<file path="src/rtl/dnn_weight_sequencer_if.sv">
// Bus bundle between the weight sequencer, its requesting layers and the shared weight memory.
// The master side is the sequencer; the slave side is the layers plus memory.
interface dnn_weight_sequencer_if #(
    parameter int unsigned M_W_BitSize  = 16,
    parameter int unsigned MaxNumNerves = 6,
    parameter int unsigned NumLayers    = 4,
    parameter int unsigned AddrWidth    = 5
);
    logic                                     in_fl_res;
    logic [NumLayers-1:0]                     in_req;
    logic [NumLayers-1:0]                     out_grant;
    logic                                     mem_en;
    logic [AddrWidth-1:0]                     mem_addr;
    logic [MaxNumNerves-1:0][M_W_BitSize-1:0] mem_rdata;
    logic [MaxNumNerves-1:0][M_W_BitSize-1:0] out_weights;
    logic [NumLayers-1:0]                     out_valid;
    logic                                     out_row_last;
    logic                                     out_done;

    modport master (
        input  in_fl_res, in_req, mem_rdata,
        output out_grant, mem_en, mem_addr, out_weights, out_valid, out_row_last, out_done
    );

    modport slave (
        output in_fl_res, in_req, mem_rdata,
        input  out_grant, mem_en, mem_addr, out_weights, out_valid, out_row_last, out_done
    );
endinterface

</file>
<file path="src/rtl/dnn_weight_sequencer.sv">
// Round-robin weight-fetch scheduler: one layer granted per cycle, per-layer row pointers
// into a shared synchronous weight memory, two-cycle tag pipeline and image-pass tracking.
module dnn_weight_sequencer #(
    parameter int unsigned M_W_BitSize  = 16,
    parameter int unsigned MaxNumNerves = 6,
    parameter int unsigned NumLayers    = 4,
    parameter int unsigned LNI [NumLayers-1:0] = '{3, 5, 6, 4},
    parameter int unsigned AddrWidth    = 5,
    parameter int unsigned NumOfImages  = 4
) (
    input logic                   clk,
    input logic                   res,
    dnn_weight_sequencer_if.master bus
);
    localparam int unsigned LayerW = (NumLayers > 1) ? $clog2(NumLayers) : 1;
    localparam int unsigned PassW  = $clog2(NumOfImages + 1);

    function automatic int unsigned base_of(input int unsigned l);
        int unsigned s;
        s = 0;
        for (int unsigned i = 0; i < l; i++) s += LNI[i];
        return s;
    endfunction

    logic [AddrWidth-1:0] base     [NumLayers];
    logic [AddrWidth-1:0] last_row [NumLayers];
    for (genvar g = 0; g < NumLayers; g++) begin : g_const
        assign base[g]     = AddrWidth'(base_of(g));
        assign last_row[g] = AddrWidth'(LNI[g] - 1);
    end

    logic [AddrWidth-1:0] ptr_q [NumLayers];
    logic [LayerW-1:0]    last_q;
    logic [PassW-1:0]     pass_q;
    logic                 done_q;
    logic                 mem_en_q;
    logic [AddrWidth-1:0] mem_addr_q;
    logic [NumLayers-1:0] valid_s1_q, valid_s2_q;
    logic                 row_last_s1_q, row_last_s2_q;

    logic [LayerW-1:0]    win;
    logic                 found;
    logic                 wrap;
    logic [NumLayers-1:0] grant;
    int unsigned          idx;

    // Search from the layer after the last winner; first requester wins.
    always_comb begin
        win   = last_q;
        found = 1'b0;
        idx   = 0;
        for (int unsigned k = 1; k <= NumLayers; k++) begin
            idx = (32'(last_q) + k) % NumLayers;
            if (!found && bus.in_req[LayerW'(idx)]) begin
                found = 1'b1;
                win   = LayerW'(idx);
            end
        end
        found = found & ~done_q;
        wrap  = (ptr_q[win] == last_row[win]);
        grant = '0;
        if (found) grant[win] = 1'b1;
    end

    always_ff @(posedge clk) begin
        if (res) begin
            for (int i = 0; i < NumLayers; i++) ptr_q[i] <= '0;
            last_q        <= LayerW'(NumLayers - 1);
            pass_q        <= '0;
            done_q        <= 1'b0;
            mem_en_q      <= 1'b0;
            mem_addr_q    <= '0;
            valid_s1_q    <= '0;
            valid_s2_q    <= '0;
            row_last_s1_q <= 1'b0;
            row_last_s2_q <= 1'b0;
        end else begin
            mem_en_q      <= found;
            valid_s1_q    <= grant;
            row_last_s1_q <= found & wrap;
            valid_s2_q    <= valid_s1_q;
            row_last_s2_q <= row_last_s1_q;
            if (found) begin
                mem_addr_q <= base[win] + ptr_q[win];
                last_q     <= win;
                ptr_q[win] <= wrap ? '0 : ptr_q[win] + 1'b1;
                if (wrap && (win == LayerW'(NumLayers - 1))) begin
                    pass_q <= pass_q + 1'b1;
                    if (pass_q == PassW'(NumOfImages - 1)) done_q <= 1'b1;
                end
            end
            // Frame restart overrides any same-cycle pointer or pass update.
            if (bus.in_fl_res) begin
                for (int i = 0; i < NumLayers; i++) ptr_q[i] <= '0;
                pass_q <= '0;
                done_q <= 1'b0;
            end
        end
    end

    assign bus.out_grant    = grant;
    assign bus.mem_en       = mem_en_q;
    assign bus.mem_addr     = mem_addr_q;
    assign bus.out_weights  = bus.mem_rdata;
    assign bus.out_valid    = valid_s2_q;
    assign bus.out_row_last = row_last_s2_q;
    assign bus.out_done     = done_q;
endmodule

</file>
<file path="src/flat_wrapper.sv">
// flat-port wrapper written by rule: the top's interface ports become plain ports
module dnn_weight_sequencer_flat 
#(
    parameter int unsigned M_W_BitSize  = 16,
    parameter int unsigned MaxNumNerves = 6,
    parameter int unsigned NumLayers    = 4,
    parameter int unsigned LNI [NumLayers-1:0] = '{3, 5, 6, 4},
    parameter int unsigned AddrWidth    = 5,
    parameter int unsigned NumOfImages  = 4
)
  (clk, res, bus_in_fl_res, bus_in_req, bus_mem_rdata, bus_out_grant, bus_mem_en, bus_mem_addr, bus_out_weights, bus_out_valid, bus_out_row_last, bus_out_done);
  dnn_weight_sequencer_if #(.M_W_BitSize(M_W_BitSize), .MaxNumNerves(MaxNumNerves), .NumLayers(NumLayers), .AddrWidth(AddrWidth)) bus_i ();
  input logic clk;
  input logic res;
  input wire logic [$bits(bus_i.in_fl_res)-1:0] bus_in_fl_res;
  input wire logic [$bits(bus_i.in_req)-1:0] bus_in_req;
  input wire logic [$bits(bus_i.mem_rdata)-1:0] bus_mem_rdata;
  output wire logic [$bits(bus_i.out_grant)-1:0] bus_out_grant;
  output wire logic [$bits(bus_i.mem_en)-1:0] bus_mem_en;
  output wire logic [$bits(bus_i.mem_addr)-1:0] bus_mem_addr;
  output wire logic [$bits(bus_i.out_weights)-1:0] bus_out_weights;
  output wire logic [$bits(bus_i.out_valid)-1:0] bus_out_valid;
  output wire logic [$bits(bus_i.out_row_last)-1:0] bus_out_row_last;
  output wire logic [$bits(bus_i.out_done)-1:0] bus_out_done;
  assign bus_i.in_fl_res = bus_in_fl_res;
  assign bus_i.in_req = bus_in_req;
  assign bus_i.mem_rdata = bus_mem_rdata;
  assign bus_out_grant = bus_i.out_grant;
  assign bus_mem_en = bus_i.mem_en;
  assign bus_mem_addr = bus_i.mem_addr;
  assign bus_out_weights = bus_i.out_weights;
  assign bus_out_valid = bus_i.out_valid;
  assign bus_out_row_last = bus_i.out_row_last;
  assign bus_out_done = bus_i.out_done;
  dnn_weight_sequencer #(.M_W_BitSize(M_W_BitSize), .MaxNumNerves(MaxNumNerves), .NumLayers(NumLayers), .LNI(LNI), .AddrWidth(AddrWidth), .NumOfImages(NumOfImages)) u_core (.clk(clk), .res(res), .bus(bus_i));
endmodule
</file>
<file path="config.mk">
export PLATFORM = sky130hd
export DESIGN_NAME = dnn_weight_sequencer_flat
export DESIGN_NICKNAME = d
export VERILOG_FILES = /design/src/rtl/dnn_weight_sequencer_if.sv /design/src/rtl/dnn_weight_sequencer.sv /design/src/flat_wrapper.sv
export SDC_FILE = /design/constraint.sdc
export NUM_CORES = 1
export LEC_CHECK = 0
export ABC_AREA = 1
export CAP_MARGIN = 15
export CORE_MARGIN = 3
export CORE_UTILIZATION = 37
export CTS_CLUSTER_SIZE = 8
export DETAILED_ROUTE_END_ITERATION = 10
export PLACE_DENSITY = 0.94
export SYNTH_ARGS = -nofsm -noshare
export SYNTH_HDL_FRONTEND = slang
export SYNTH_SLANG_ARGS = --single-unit
</file>
<file path="constraint.sdc">
create_clock -name clk -period 3.7 [get_ports clk]
set_input_delay 0.74 -clock clk [delete_from_list [all_inputs] [get_ports clk]]
set_output_delay 0.74 -clock clk [all_outputs]
set_load 0.005 [all_outputs]
</file>
==> impl_metrics.py, run 1 <==
metrics = {
    "run_status": {
        "status": "finished, final reports clean",
    },
    "synthesis": {
        "synth-seq-area-share": 0.323,
        "ys_ff_latch": 42,
        "synth_top_cell_by_area": "buf_4",
        "synthCells": 403,
        "synth_top_flop_cell": "dfxtp_1",
        "postSynth.asyncResetShare": 0,
        "synth_most_common_cell": "buf_4",
        "synth_area_per_cell_um2": 7.99,
        "synth_cell_types": 37,
        "synth.top_cell.area_share": 0.224,
        "yosys-top-cells-count": "buf_4 (96), nand2_1 (64), inv_1 (48)",
        "synth_edf_count": 20,
        "ys_warn_count": 0,
        "syn_area_um2": 3220,
        "synth.net_count": 518,
        "synth.area.top_cells": "buf_4 (22%), edfxtp_1 (19%), dfxtp_1 (14%), nand2_1 (7.5%), inv_1 (5.6%)",
    },
    "grt": {
        "grt_pass1_vias": 2298,
        "antenna_found_initial": 0,
        "grt_pass1_wl_um": 10800,
        "grt_overflow": 0,
        "grt_max_degree": 14,
        "grt_usage": 0.138,
    },
    "setup_path": {
        "worstSetupEndpointType": "output pin",
        "critical_path_depth": 12,
        "crit_fanout": 8,
        "worstReg2RegStart": "u_core.last_q[0]$_SDFFE_PP1P_",
        "crit_buf_inv": 4,
        "worstSetupPathType": "input port to output pin",
        "crit_top_cell": "nand2_1",
        "critPathTopFamily": "buffers and inverters",
        "worstPathCellList": "dlygate4sd2_1 -> inv_1 -> nand2_1 -> nand2_1 -> nand2_1 -> nand2_4 -> nand3_4 -> nand2_8 -> ha_1 -> inv_1 -> nor2_4 -> clkdlybuf4s50_1",
        "cp_data_arrival_time_ns": 2.70,
        "r2r_end": "u_core.ptr_q[3][0]$_SDFFCE_PN0P_",
        "setup.worst_path.start": "bus_in_req[1]",
        "crit_path_top_delay_cell": "clkdlybuf4s50_1",
        "crit_end": "bus_out_grant[3]",
        "worstPathRequired_ns": 2.96,
        "reg2reg_setup_slack_ns": 0.48,
        "worst_path_largest_cell_delay_ns": 0.51,
        "cp-start-kind": "input port",
        "worstRegToRegCells": 14,
    },
    "detailed_routing": {
        "wirelength_um": 7000,
        "drtAntennaViolNets": 0,
        "routedWlPerCell_um": 15.4,
        "num_vias": 2272,
        "first_pass_iters": 5,
        "vias_per_cell": 5.02,
        "drcViolationCount": 0,
        "drtIter0Drc": 149,
    },
    "pwr": {
        "p_leak_uw": 0.00139,
        "power_frac_seq": 0.211,
        "p_per_area_nw_per_um2": 1070,
        "comb_power_share": 0.678,
        "p_int_uw": 1680,
        "swShare": 0.490,
        "pwr-share-clk": 0.111,
        "power_switching_uw": 1610,
        "irDropWorstVdd_v": 0.000359,
    },
    "clock_tree": {
        "cts_tree": "yes",
        "clk_pin_slew_ns": 0.08,
        "numCtsBuffers": 5,
        "cts.sinks": 42,
        "cts_root_buf": "clkbuf_8",
        "insertion_delay_ns": 0.30,
        "clockBufferDepth": 2,
        "cts_max_level": 2,
        "ctsHoldBuffers": 0,
    },
    "placement": {
        "placed_cell_area_um2": 2910,
        "place_congestion": 0.934,
        "hpwl_um": 5200,
        "io_buffer_count": 22,
    },
    "timing": {
        "worst_clock_skew_ns": 0.00901,
        "rsz0062_at_grt": "no",
        "hold_viol_final": 0,
        "drv_slew": 0,
        "min_period_ns": 3.44,
        "setup_viol": 0,
        "tightest_slew_ns": 0.648,
        "slew_headroom": 0.566,
        "max_freq_ghz": 0.291,
        "fin_crit_sh": 0.930,
    },
    "finish": {
        "nNetsFinal": 462,
        "utilization": 0.369,
        "drive_gt1_frac": 0.187,
        "syn2layout_area_growth_pct": -4.32,
        "n_antenna_cell": 0,
        "n_fill_cell": 818,
        "design_area_um2": 3080,
    },
    "floorplanning": {
        "ioPinCount": 215,
        "fp.coreArea_um2": 8340,
        "fp.dieW_um": 99.3,
        "die_h_um": 99.3,
        "rows": 33,
        "initial_core_util": 0.386,
        "dieArea_um2": 9850,
    },
    "flow_run": {
        "cap_violations": 0,
    },
    "worst_hold_path": {
        "hp-class": "register to register",
    },
}
through the flow:
step	TNS (ns)	instances	hold slack [ns]	power, uW	setup WS [ns]
finish	0	453	0.402	3280	0.261
global route	0	453	0.421	3520	0.113
detailed placement	-0.211	441	0.393	2760	-0.0548
CTS	0	449	0.404	3150	0.0162
floorplan	0	403	0.388	2250	0.809
global placement	0	441	0.390	2690	0.0570
worst min path at each step:
| stage | startpoint | endpoint | slack, ns | cells after the start |
|---|---|---|---|---|
| floorplan | u_core.row_last_s1_q$_SDFF_PP0_ | u_core.bus.out_row_last$_SDFF_PP0_ | 0.39 | 2 |
| global placement | u_core.valid_s1_q[2]$_SDFF_PP0_ | u_core.bus.out_valid[2]$_SDFF_PP0_ | 0.39 | 2 |
| detailed placement | u_core.row_last_s1_q$_SDFF_PP0_ | u_core.bus.out_row_last$_SDFF_PP0_ | 0.39 | 2 |
| CTS | u_core.row_last_s1_q$_SDFF_PP0_ | u_core.bus.out_row_last$_SDFF_PP0_ | 0.40 | 2 |
| global route | u_core.valid_s1_q[1]$_SDFF_PP0_ | u_core.bus.out_valid[1]$_SDFF_PP0_ | 0.42 | 2 |
| finish | u_core.row_last_s1_q$_SDFF_PP0_ | u_core.bus.out_row_last$_SDFF_PP0_ | 0.40 | 2 |
cell type report:
class	instances	area, um^2	area share
Clock buffer	6	72.6	0.0236
Clock inverter	2	37.5	0.0122
Inverter	51	191	0.0622
Multi-Input combinational cell	210	1270	0.411
Sequential cell	42	1040	0.338
Tap cell	105	131	0.0427
Timing Repair Buffer	37	339	0.110
sequential cells by signal (all words and copies together) (netlist names):
register,count
u_core.bus.out_done,1
u_core.bus.mem_addr,5
u_core.pass_q,3
u_core.ptr_q,20
u_core.last_q,2
u_core.bus.out_row_last,1
u_core.bus.mem_en,1
u_core.row_last_s1_q,1
u_core.valid_s1_q,4
u_core.bus.out_valid,4
power by group through the flow:
stage	clock network (uW)	registers [uW]	logic, uW
2_1_floorplan	0	685	1570
3_3_place_gp	0	693	2000
3_5_place_dp	0	700	2060
4_1_cts	370	691	2090
5_1_grt	391	705	2420
6_report	365	693	2230
cells by family after synthesis:
logic type	share of synthesized area
adders and majority gates	0.0490
buffers and inverters	0.291
xor gates and xnor gates	0.0136
and+or+nand+nor	0.279
AOI/OAI and AO/OA	0.0443
DFF	0.323
layer usage:
metal,track usage,part of all wire,up-vias
li1,-,-,1052
met1,0.135,0.35,1069
met2,0.251,0.52,116
met3,0.0498,0.088,35
met4,0.0788,0.036,0
met5,0,0,-
worst min-delay path, cell delays in order (launching register included):
cell and delay (ns):
dfxtp_1 0.30, inv_1 0.04, nor2_1 0.03
timing repair:
item	in CTS	in global routing
pin swaps	0	3
setup endpoints to repair	1	4
setup buffers	0	4
gates resized for setup	2	6
layout by cell type, fill, tap and decap left out, types with 11 or more instances in the layout:
master	n
buf_4	15
clkdlybuf4s50_1	18
dfxtp_1	22
edfxtp_1	20
ha_1	11
inv_1	48
nand2_1	64
nand2_2	17
nand3_1	23
nor2_1	39
No activity file was read; power rests on OpenSTA's default activity.
==> run 2, diff against run 1 <==
--- a/config.mk
+++ b/config.mk
@@ -8,10 +8,10 @@
 export ABC_AREA = 1
 export CAP_MARGIN = 15
 export CORE_MARGIN = 3
-export CORE_UTILIZATION = 37
+export CORE_UTILIZATION = 40
 export CTS_CLUSTER_SIZE = 8
 export DETAILED_ROUTE_END_ITERATION = 10
-export PLACE_DENSITY = 0.94
+export DONT_BUFFER_PORTS = 1
 export SYNTH_ARGS = -nofsm -noshare
 export SYNTH_HDL_FRONTEND = slang
 export SYNTH_SLANG_ARGS = --single-unit
==> impl_metrics.py, run 2 (synthesized netlist as in run 1, its figures left out) <==
metrics = {
    "grt": {
        "antenna_found_initial": 0,
        "grt_max_degree": 15,
        "grt_usage": 0.142,
        "grt_pass1_wl_um": 9830,
        "grt_overflow": 0,
        "grt_pass1_vias": 1994,
    },
    "clock_tree": {
        "ctsHoldBuffers": 0,
        "cts.sinks": 42,
        "clockBufferDepth": 2,
        "cts_root_buf": "clkbuf_8",
        "cts_tree": "yes",
        "cts_resized": 0,
        "numCtsBuffers": 5,
        "cts_setup_buffers": 0,
        "cts_max_level": 2,
        "insertion_delay_ns": 0.30,
        "clk_pin_slew_ns": 0.08,
    },
    "detailed_routing": {
        "wirelength_um": 6530,
        "drtAntennaViolNets": 0,
        "routedWlPerCell_um": 15.7,
        "num_vias": 2048,
        "vias_per_cell": 4.92,
        "drcViolationCount": 0,
        "drtIter0Drc": 197,
        "first_pass_iters": 4,
    },
    "worst_hold_path": {
        "hp-class": "register to register",
    },
    "run_status": {
        "status": "finished, final reports clean",
    },
    "timing": {
        "fin_crit_sh": 0.821,
        "min_period_ns": 3.04,
        "holdWs_ns": 0.406,
        "timing.setup.tns_ns": 0,
        "drv_slew": 0,
        "tightest_slew_ns": 0.637,
        "worst_clock_skew_ns": 0.00710,
        "max_freq_ghz": 0.329,
        "hold_viol_final": 0,
        "setup_viol": 0,
        "slew_headroom": 0.569,
        "rsz0062_at_grt": "no",
        "worst_slack_ns": 0.662,
    },
    "finish": {
        "multi_input_area_um2": 1240,
        "syn2layout_area_growth_pct": -14.5,
        "layout_commonest_cell": "nand2_1",
        "largest_reg_flops": 20,
        "final_cell_mix": "nand2_1 (64), inv_1 (48), nor2_1 (40)",
        "regMostFlops": "u_core.ptr_q",
        "n_fill_cell": 827,
        "n_antenna_cell": 0,
        "design_area_um2": 2750,
        "regArea_um2": 1040,
        "fin_cells": 416,
        "drive_gt1_frac": 0.169,
        "nNetsFinal": 428,
    },
    "placement": {
        "dp.cells": 408,
        "io_buffer_count": 0,
        "placed_cell_area_um2": 2620,
        "hpwl_um": 5240,
        "place_congestion": 0.911,
        "post-place-ws_ns": 0.484,
    },
    "setup_path": {
        "worstSetupEndpointType": "output pin",
        "worst_path_largest_cell_delay_ns": 0.41,
        "cp-start-kind": "register",
        "crit_fanout": 10,
        "cp_data_arrival_time_ns": 2.30,
        "crit_path_top_delay_cell": "nor2_1",
        "crit_top_cell": "nand2_4",
        "worstPathCellList": "inv_2 -> nand2_1 -> nand2_1 -> nand2_2 -> nand2_4 -> nand2_4 -> nand2_4 -> nand2_8 -> nand2_4 -> ha_1 -> inv_1 -> nor2_1",
        "worstSetupPathType": "register to output pin",
        "worstPathRequired_ns": 2.96,
    },
    "floorplanning": {
        "initial_core_util": 0.414,
        "fp.dieW_um": 95.7,
        "ioPinCount": 215,
        "fp.coreArea_um2": 7770,
        "rows": 32,
        "dieArea_um2": 9160,
        "die_h_um": 95.7,
    },
    "pwr": {
        "irDropWorstVdd_v": 0.000299,
        "p_per_area_nw_per_um2": 1070,
        "p_leak_uw": 0.00123,
    },
    "flow_run": {
        "cap_violations": 0,
    },
}
run 2: cell types whose count changed in the layout (fill, tap and decap cells not counted), sizes merged:
cell / before / now
clkinvlp: 1 / 0
clkdlybuf4s50: 18 / 0
clkinv: 1 / 2
dlymetal6s2s: 3 / 0
bufinv: 1 / 0
dlygate4sd2: 1 / 0
buf: 15 / 3
clkbuf: 6 / 7
run 2: layout make-up:
class / count / share of cell area
inverter: 51 / 0.0696
sequential: 42 / 0.378
clock inverter: 1 / 0.00318
multi-input combinational: 210 / 0.451
timing repair buffer: 3 / 0.00819
clock buffer: 7 / 0.0432
tap: 102 / 0.0464
run 2: worst paths after layout:
kind | start | to | slack (ns) | cells after the start
setup / recovery | u_core.last_q[0]$_SDFFE_PP1P_ | bus_out_grant[3] | 0.66 | 12
hold / removal | u_core.row_last_s1_q$_SDFF_PP0_ | u_core.bus.out_row_last$_SDFF_PP0_ | 0.41 | 2
setup reg to reg | u_core.last_q[0]$_SDFFE_PP1P_ | u_core.ptr_q[3][3]$_SDFFCE_PN0P_ | 0.69 | 12
hold reg to reg | u_core.row_last_s1_q$_SDFF_PP0_ | u_core.bus.out_row_last$_SDFF_PP0_ | 0.41 | 2
run 2: through the flow:
stage	power, uW	util
after floorplan	2250	-
after CTS	2960	0.354
after global placement	2560	0.338
after detailed placement	2560	0.338
final	2940	0.354
after global routing	3190	0.354
run 2: critical path, delay by kind of cell, from the launching register on:
kind / cells / cell delay, ns
fa+ha+maj: 1 / 0.24
buf+inv: 2 / 0.28
flops: 1 / 0.32
simple gates: 9 / 1.15
run 2: where the power goes:
part | switching (uW) | leakage, uW | internal [uW]
Clock | 169 | 0.0000647 | 216
Combinational | 1250 | 0.000764 | 609
Sequential | 53.8 | 0.000404 | 636
Total | 1480 | 0.00123 | 1460
run 2: layer usage:
| layer | up-vias | part of all wire | track usage |
|---|---|---|---|
| met4 | 0 | 0.028 | 0.0592 |
| li1 | 983 | - | - |
| met1 | 920 | 0.38 | 0.160 |
| met3 | 33 | 0.12 | 0.0696 |
| met5 | - | 0 | 0 |
| met2 | 112 | 0.47 | 0.229 |
==> run 3, diff against run 2 <==
==> constraint.sdc (replaced) <==
create_clock -name clk -period 2.95 [get_ports clk]
set_input_delay 0.59 -clock clk [delete_from_list [all_inputs] [get_ports clk]]
set_output_delay 0.59 -clock clk [all_outputs]
set_load 0.005 [all_outputs]
==> impl_metrics.py, run 3 (synthesized netlist as in run 1, its figures left out) <==
metrics = {
    "run_status": {
        "status": "finished, final reports clean",
    },
    "timing": {
        "hold_viol_final": 0,
        "fin_crit_sh": 0.936,
        "drv_slew": 0,
        "slew_headroom": 0.574,
        "timing.setup.tns_ns": 0,
        "min_period_ns": 2.76,
        "worst_slack_ns": 0.188,
        "tightest_slew_ns": 0.637,
        "max_freq_ghz": 0.362,
        "setup_viol": 0,
        "worst_clock_skew_ns": 0.00784,
    },
    "detailed_routing": {
        "drtAntennaViolNets": 0,
        "drtIter0Drc": 153,
        "wirelength_um": 6650,
        "first_pass_iters": 4,
        "vias_per_cell": 4.92,
        "routedWlPerCell_um": 15.6,
        "num_vias": 2101,
        "drcViolationCount": 0,
    },
    "placement": {
        "place_congestion": 0.873,
        "hpwl_um": 5270,
        "post-place-ws_ns": 0.103,
        "dp.cells": 419,
        "io_buffer_count": 0,
    },
    "floorplanning": {
        "die_h_um": 95.7,
        "initial_core_util": 0.414,
        "dieArea_um2": 9160,
        "ioPinCount": 215,
        "fp.dieW_um": 95.7,
        "fp.coreArea_um2": 7770,
        "rows": 32,
    },
    "setup_path": {
        "cp_data_arrival_time_ns": 2.17,
        "cp-start-kind": "register",
        "worstPathCellList": "buf_4 -> nand2_1 -> nand2_2 -> nand2_1 -> nand2_4 -> nand3_4 -> nand2_4 -> ha_1 -> inv_1 -> nor2_1 -> buf_4",
        "crit_buf_inv": 3,
        "worst_path_largest_cell_delay_ns": 0.37,
        "worstRegToRegCells": 16,
        "worstSetupEndpointType": "output pin",
        "critical_path_depth": 11,
        "critPathTopFamily": "simple AND/OR/NAND/NOR gates",
        "crit_fanout": 9,
        "crit_path_top_delay_cell": "dfxtp_2",
        "worstSetupPathType": "register to output pin",
        "worstPathRequired_ns": 2.36,
    },
    "clock_tree": {
        "cts_tree": "yes",
        "clk_pin_slew_ns": 0.08,
        "cts.sinks": 42,
        "insertion_delay_ns": 0.30,
        "numCtsBuffers": 5,
        "cts_max_level": 2,
        "clockBufferDepth": 2,
        "ctsHoldBuffers": 0,
        "cts_root_buf": "clkbuf_8",
    },
    "grt": {
        "grt_pass1_wl_um": 10000,
        "grt_overflow": 0,
        "grt_max_degree": 14,
        "grt_pass1_vias": 2018,
        "grt_usage": 0.144,
        "antenna_found_initial": 0,
    },
    "finish": {
        "nNetsFinal": 439,
        "fin_cells": 427,
        "layout_commonest_cell": "nand2_1",
        "drive_gt1_frac": 0.206,
        "regMostFlops": "u_core.ptr_q",
        "syn2layout_area_growth_pct": -12.8,
        "n_antenna_cell": 0,
        "final_cell_mix": "nand2_1 (64), inv_1 (48), nor2_1 (40)",
        "largest_reg_flops": 20,
    },
    "pwr": {
        "p_total_uw": 3750,
        "p_per_area_nw_per_um2": 1340,
        "p_leak_uw": 0.00126,
        "irDropWorstVdd_v": 0.000467,
    },
    "worst_hold_path": {
        "hp-class": "input port to register",
        "min_path_cells": 1,
    },
    "flow_run": {
        "cap_violations": 0,
    },
}
-- run 3: worst reg2reg max path, stage by stage (launching register included) --
cell and delay [ns]:
dfxtp_2 0.37, buf_4 0.17, nand2_1 0.07, nand2_2 0.09
nand2_1 0.10, nand2_4 0.12, nand3_4 0.13, nand2_4 0.16
ha_1 0.25, ha_2 0.21, inv_1 0.05, fa_1 0.39
nor2_1 0.12, a211oi_1 0.06, xnor2_1 0.13, o21ai_0 0.14
inv_1 0.06
-- run 3: path summary, 6_finish.rpt --
kind / start / to / slack [ns]
worst max-delay path: u_core.last_q[0]$_SDFFE_PP1P_ / bus_out_grant[3] / 0.19
worst min-delay path: res / u_core.bus.out_valid[3]$_SDFF_PP0_ / 0.36
worst max register to register: u_core.last_q[0]$_SDFFE_PP1P_ / u_core.bus.mem_addr[4]$_SDFFE_PP0P_ / 0.21
worst min register to register: u_core.valid_s1_q[3]$_SDFF_PP0_ / u_core.bus.out_valid[3]$_SDFF_PP0_ / 0.41
-- run 3: metrics by stage --
step | util | area (um^2) | hold WS (ns)
2_1_floorplan | - | 3220 | 0.388
3_3_place_gp | 0.348 | 2710 | 0.395
3_5_place_dp | 0.348 | 2710 | 0.396
4_1_cts | 0.359 | 2790 | 0.348
5_1_grt | 0.361 | 2810 | 0.345
6_report | 0.361 | 2810 | 0.361
-- run 3: report_power, final --
| part | internal [uW] | switching, uW | total, uW |
|---|---|---|---|
| Combinational | 886 | 1620 | 2500 |
| Sequential | 800 | 73.0 | 873 |
| Clock | 164 | 208 | 372 |
| Total | 1850 | 1900 | 3750 |
-- run 3: repair_timing --
action | CTS | global route
endpoints found under the setup margin | 0 | 1
setup buffers | 0 | 0
resized for setup | 0 | 7
endpoints found under the hold margin | 0 | 0
-- run 3: final cells by class --
class / count / area [um^2]
Multi-Input combinational cell: 210 / 1250
Tap cell: 102 / 128
Inverter: 51 / 194
Timing Repair Buffer: 14 / 105
Fill cell: 831 / 4960
Clock inverter: 2 / 10.0
Clock buffer: 6 / 72.6
Sequential cell: 42 / 1040
-- run 3: per-layer routing --
| metal | global-route usage | share of wire | vias up |
|---|---|---|---|
| li1 | - | - | 1005 |
| met1 | 0.166 | 0.41 | 966 |
| met2 | 0.231 | 0.46 | 95 |
| met3 | 0.0649 | 0.11 | 35 |
| met4 | 0.0628 | 0.028 | 0 |
| met5 | 0 | 0 | - |
